[config.mk]
export PLATFORM = sky130hd
export DESIGN_NAME = if_stage
export DESIGN_NICKNAME = d
export VERILOG_FILES = /design/src/rtl/if_stage.sv
export SDC_FILE = /design/constraint.sdc
export NUM_CORES = 2
export LEC_CHECK = 0
export BUFFER_PORTS_ARGS = -buffer_cell sky130_fd_sc_hd__buf_4
export CORE_MARGIN = 2
export CORE_UTILIZATION = 25
export DETAILED_ROUTE_END_ITERATION = 8
export SYNTH_ARGS = -nofsm -noshare
export SYNTH_HDL_FRONTEND = slang
export SYNTH_SLANG_ARGS = --single-unit
[constraint.sdc]
create_clock -name clk -period 4.74 [get_ports clk]
set_input_delay 0.948 -clock clk [delete_from_list [all_inputs] [get_ports clk]]
set_output_delay 0.948 -clock clk [all_outputs]
set_load 0.1 [all_outputs]
[src/rtl/if_stage.sv]
// if_stage: instruction fetch + IF/ID pipeline register.
//   Holds the byte-address PC and a loadable instruction memory. Each cycle it
//   reads one word combinationally at pc[AW+1:2] and registers it, together
//   with its PC and PC+4, into IF/ID.
// Ports:
//   clk, rst         rising-edge clock, synchronous active-high reset
//   stall            hold PC and IF/ID
//   flush            replace IF/ID with a bubble (PC still advances)
//   br_taken/target  redirect fetch; wins over stall, inserts a bubble
//   imem_we/waddr/wdata  instruction-memory load port (works in any state)
//   instr, pc_out, pc_plus4, valid   IF/ID contents presented to decode
module if_stage #(
  parameter int          IMEM_DEPTH = 64,
  parameter int          AW         = 6,
  parameter logic [31:0] RESET_PC   = 32'h0000_0000,
  parameter logic [31:0] NOP        = 32'h0000_0000
) (
  input  logic          clk,
  input  logic          rst,
  input  logic          stall,
  input  logic          flush,
  input  logic          br_taken,
  input  logic [31:0]   br_target,
  input  logic          imem_we,
  input  logic [AW-1:0] imem_waddr,
  input  logic [31:0]   imem_wdata,
  output logic [31:0]   instr,
  output logic [31:0]   pc_out,
  output logic [31:0]   pc_plus4,
  output logic          valid
);

  typedef struct packed {
    logic [31:0] instr;
    logic [31:0] pc;
    logic [31:0] pc_plus4;
    logic        valid;
  } ifid_t;

  logic [31:0] imem [IMEM_DEPTH];
  logic [31:0] pc_q, pc_d, pc_inc, fetch;
  ifid_t       ifid_q, ifid_d, bubble;

  // Target low bits are discarded to keep the PC word-aligned.
  logic        br_lsb_unused;
  assign br_lsb_unused = ^br_target[1:0];

  // Combinational read; a same-cycle write to this word lands at the edge,
  // so the fetch naturally sees the old contents.
  assign fetch  = imem[pc_q[AW+1:2]];
  assign pc_inc = pc_q + 32'd4;   // wraps modulo 2^32

  always_ff @(posedge clk) begin
    if (imem_we) imem[imem_waddr] <= imem_wdata;
  end

  // Priority: br_taken > stall > flush > normal (rst handled in the register).
  always_comb begin
    bubble.instr    = NOP;
    bubble.pc       = '0;
    bubble.pc_plus4 = '0;
    bubble.valid    = 1'b0;

    pc_d            = pc_inc;
    ifid_d.instr    = fetch;
    ifid_d.pc       = pc_q;
    ifid_d.pc_plus4 = pc_inc;
    ifid_d.valid    = 1'b1;

    if (br_taken) begin
      pc_d   = {br_target[31:2], 2'b00};
      ifid_d = bubble;
    end else if (stall) begin
      pc_d   = pc_q;
      ifid_d = ifid_q;
    end else if (flush) begin
      ifid_d = bubble;
    end
  end

  always_ff @(posedge clk) begin
    if (rst) begin
      pc_q   <= RESET_PC;
      ifid_q <= bubble;
    end else begin
      pc_q   <= pc_d;
      ifid_q <= ifid_d;
    end
  end

  assign instr    = ifid_q.instr;
  assign pc_out   = ifid_q.pc;
  assign pc_plus4 = ifid_q.pc_plus4;
  assign valid    = ifid_q.valid;

endmodule

# After elaboration in Yosys (flattened, before gate mapping)

Memory sizes are Yosys's and may differ from the RTL's. A register that Yosys moved wholly into a read port is not among the register bits.
Cells that the tools add are included.

RAM bits: 2048
Memories: 1
Output and inout port bits: 97
Bits in registers: 129

$add $sub $neg: 1
Eq/ne operators: 1
Reduce and logical (&&, ||, !) cells: 1
Multiplexer cells: 7

Memory list:

| memory | words | bits a word | read ports | clocked after Yosys merged registers in | write ports | RTL line | RTL |
|---|---|---|---|---|---|---|---|
| imem   | 64    | 32          | 1          | 1                                       | 1           | 40       | `logic [31:0] imem [IMEM_DEPTH];` |

Operators by type and width:

| cell                                                   | number |
|---|---|
| 2-to-1 mux 97 bit                                      | 1 |
| 2-to-1 mux 32 bit                                      | 2 |
| adder 32 x 3 -> 32 bit (second input constant)         | 1 |
| 2-to-1 mux 6 bit                                       | 2 |
| 2-to-1 mux 1 bit                                       | 2 |
| inequality test 2 x 1 -> 1 bit (second input constant) | 1 |
| OR reduction 2 bit                                     | 1 |

# Logic depth before layout (Yosys ltp)

Depth in word-level cells: 5
Depth in mapped cells: 11
Gate-level depth less buffers: 6

# Least setup slack after synthesis

OpenSTA, ideal clock, no wires.

Path kind: input -> register
From: input port imem_waddr[4]
To: memory imem[32][0] (enable)
Buffers on the path: 1
Arrival: 3799 ps
Data required time: 4279 ps
Stages: 4
Setup time: 461 ps
Path slack: 480 ps
Cells stage by stage: clkbuf_1 > nor4bb_1 > nand2b_1 > nor3_1

RTL lines:

| item            | RTL line | RTL |
|---|---|---|
| start, declared | 25       | `input logic [AW-1:0] imem_waddr,` |
| end, declared   | 40       |  |

Straight into the memory's write port.

==> results.md <==
- GP Congestion: 0.785
- RSZ-0062 raised after global routing: no
- Worst VDD drop: 345 uV
- Placeable Area: 0.336 sq mm
- Post-CTS sizing: 0
- CP max FO: 38
- Row count: 213
- #FFs+latches synth: 2,177
- Data required, critical path: 5.41 ns
- Least-Margin Pin Slew: 1.13 ns
- Pins over their slew limit: 0
- Total die area: 0.341 sq mm
- Syn Inst Count: 4,139
- HPWL after detailed placement: 135 mm
- Most frequent cells after synthesis: edfxtp_1, mux4_2, mux2i_1
- Ports: 173
- Setup violators final: 0
- Hold_buf cts: 0
- DP Cell Count: 8,625
- R2R setup slack: 1.31 ns
- Register area share after synthesis: 76.1%
- Residual DRC: 0
- DR iter-0 viols: 5,566
- Average cell area after synthesis: 20.3 sq um
- Clock Tree Buf Depth: 3
- Hold path depth: 2
- Most frequent cell after synthesis: edfxtp_1
- Post-synthesis cell type count: 77
- Final ANT Viol Nets: 0
- Ys async rst share: 0%
- Crit share post-route: 72.4%
- Post-synth EDFFs: 2,048
- Crit path DAT: 4.10 ns
- Worst rel slew slack: 24.6%
- Cell Area, Synth: 0.0842 sq mm
- Number of global-route vias before repair: 43,400
- Die X: 584 um
- Pre-antenna DRT Iters: 6
- Layout cells sized above 1: 26.2%
- Setup crit end kind: flip-flop
- Pwr Density: 410 mW/mm^2
- Kind of start point of the critical path: flip-flop
- Multi-input logic area: 0.0190 sq mm
- Yosys top cell by area: edfxtp_1
- Final design utilization: 29.3%
- # fillers: 32,600
- Root cell of the clock tree: clkbuf_16
- Worst hold path type: input pin to flip-flop
- Leakage Power: 29.6 nW
- Worst Reg2Reg Path Length in Cells: 6
- Nets@finish: 4,505
- # H-tree levels: 4
- Fin cells: 9,026
- Critical path type: flip-flop to flip-flop
- First-pass GRT wire length: 331 mm
- Synth top area share: 73.1%
- Effective utilization at floorplan: 25.1%
- Clk Latency, worst-skew pair: 0.85 ns
- Fin Clk Skew: 0.0753 ns
- Via Count: 43,500
- Outcome: finished, final reports clean
- CTS clk-pin slew, worst paths: 0.06 ns
- Top cells by area, synth: edfxtp_1, mux4_2, dfxtp_1
- Post-layout min period: 3.43 ns
- Syn-to-layout area delta: 16.8%
- Routed WL per cell: 26.2 um
- Most used flip-flop cell after synthesis: edfxtp_1
- Hold Path Origin: br_target[12]
- Grt total ovfl: 0
- Initial antenna violation count: 21
- Warnings, synthesis: 0
- Crit Reg-Reg Endpoint: instr[7]
- Cts bufs inserted: 208
- Seq. cell area: 0.0641 sq mm
- Hold EP: pc_q[12]
- All-layer global routing usage: 13.5%
- Max cap viols: 0
- CTS tree: built
- Post-CTS Setup Bufs: 0
- Final hold vios: 0
- Fmax: 292 MHz
- Vias/cell: 4.81
- IO buf count: 166
- Post-Route WL: 236 mm
- CTS sink count: 2,177
- Die Y: 584 um
- Setup TNS: 0 ns
- Largest net degree at the start of global routing: 98
registers in the layout (all words and copies together) (netlist names), named ones only:
register  cells
imem       2048
instr        32
pc_out       30
pc_plus4     30
pc_q         30
valid         1
critical path: stages, from the launching register on:
cell and delay (ns):
dfxtp_4 0.86, buf_4 0.52, mux4_2 0.56, mux2i_1 0.16, o22ai_1 0.10, o21ai_0 0.80
o211ai_1 0.16
logic make-up (layout without fill, tap and decap cells):
logic type,after synthesis,after routing,synth area share [%]
AOI/OAI and AO/OA,393,393,3.39
xor gates and xnor gates,53,53,0.552
adders and majority gates,1,1,0.0149
buffers and inverters,259,724,1.90
DFF,2177,2177,76.1
muxes,679,679,14.7
other,1,16,0.00446
and+or+nand+nor,576,576,3.25
cell type report:
| cell class | count | area share [%] |
|---|---|---|
| Tap cell | 4407 | 5.61 |
| Clock buffer | 266 | 5.61 |
| Multi-Input combinational cell | 1706 | 19.3 |
| Clock inverter | 123 | 1.35 |
| Antenna cell | 12 | 0.0306 |
| Timing Repair Buffer | 325 | 2.79 |
| Sequential cell | 2177 | 65.2 |
| Inverter | 10 | 0.0395 |
placed cells by master (no fill, tap or decap), types with 8 or more instances in the layout:
cell type / netlist / final
o22ai_1: 43 / 43
o211ai_1: 8 / 8
mux2i_1: 190 / 190
a221o_1: 13 / 13
clkinv_16: 0 / 10
nor2_4: 0 / 63
nand4_1: 21 / 21
a22oi_1: 106 / 106
clkinv_2: 0 / 39
nor4_1: 13 / 13
nand3_1: 72 / 72
nand2_1: 137 / 137
mux4_2: 444 / 444
nor2b_1: 33 / 29
clkbuf_16: 0 / 208
or3_1: 10 / 10
nand2b_1: 21 / 21
clkinv_1: 3 / 41
xnor2_1: 23 / 23
dfxtp_1: 129 / 124
and3_1: 11 / 11
edfxtp_1: 2048 / 2048
buf_4: 61 / 301
bufinv_16: 0 / 18
clkbuf_8: 0 / 9
clkbuf_1: 75 / 47
o21ai_0: 36 / 36
xor2_1: 30 / 30
a32oi_1: 13 / 13
a211oi_1: 45 / 45
a21oi_1: 41 / 41
buf_12: 2 / 24
o221ai_1: 12 / 12
mux2_2: 45 / 45
nor3_1: 31 / 29
nor2_1: 187 / 122
diode_2: 0 / 12
power breakdown:
| part | switching [W] | internal [W] |
|---|---|---|
| Clock | 0.00734 | 0.00926 |
| Sequential | 0.000141 | 0.0212 |
| Combinational | 0.00148 | 0.000861 |
| Total | 0.00896 | 0.0313 |
metrics by stage:
| step | setup WS (ns) | area, sq um | total power, W | hold WS (ns) |
|---|---|---|---|---|
| final | 1.31 | 98300 | 0.0403 | 0.330 |
| after global routing | 1.15 | 98200 | 0.0414 | 0.284 |
| after CTS | 1.25 | 98200 | 0.0405 | 0.268 |
| after detailed placement | 1.24 | 91400 | 0.0241 | 0.449 |
| after global placement | 1.18 | 91400 | 0.0240 | 0.458 |
| after floorplan | 0.480 | 84200 | 0.0231 | 0.528 |
per-layer routing:
layer | up-vias | track usage [%] | wire, um
met4 | 20 | 3.53 | 5710
met2 | 1917 | 21.7 | 112000
met5 | - | 0 | 124
li1 | 17700 | - | -
met1 | 23500 | 18.5 | 97600
met3 | 318 | 2.91 | 21300
how the worst max path moves through the flow:
| stage | startpoint | to | slack, ns | depth (start not counted) |
|---|---|---|---|---|
| after floorplan | imem_waddr[4] | imem[32][0] | 0.48 | 4 |
| after global placement | stall | instr[10] | 1.18 | 7 |
| after detailed placement | stall | instr[28] | 1.24 | 6 |
| after CTS | flip-flop | instr[8] | 1.25 | 6 |
| after global routing | flip-flop | instr[19] | 1.15 | 7 |
| final | flip-flop | instr[7] | 1.31 | 6 |
Power figures use the tool's default switching activity.
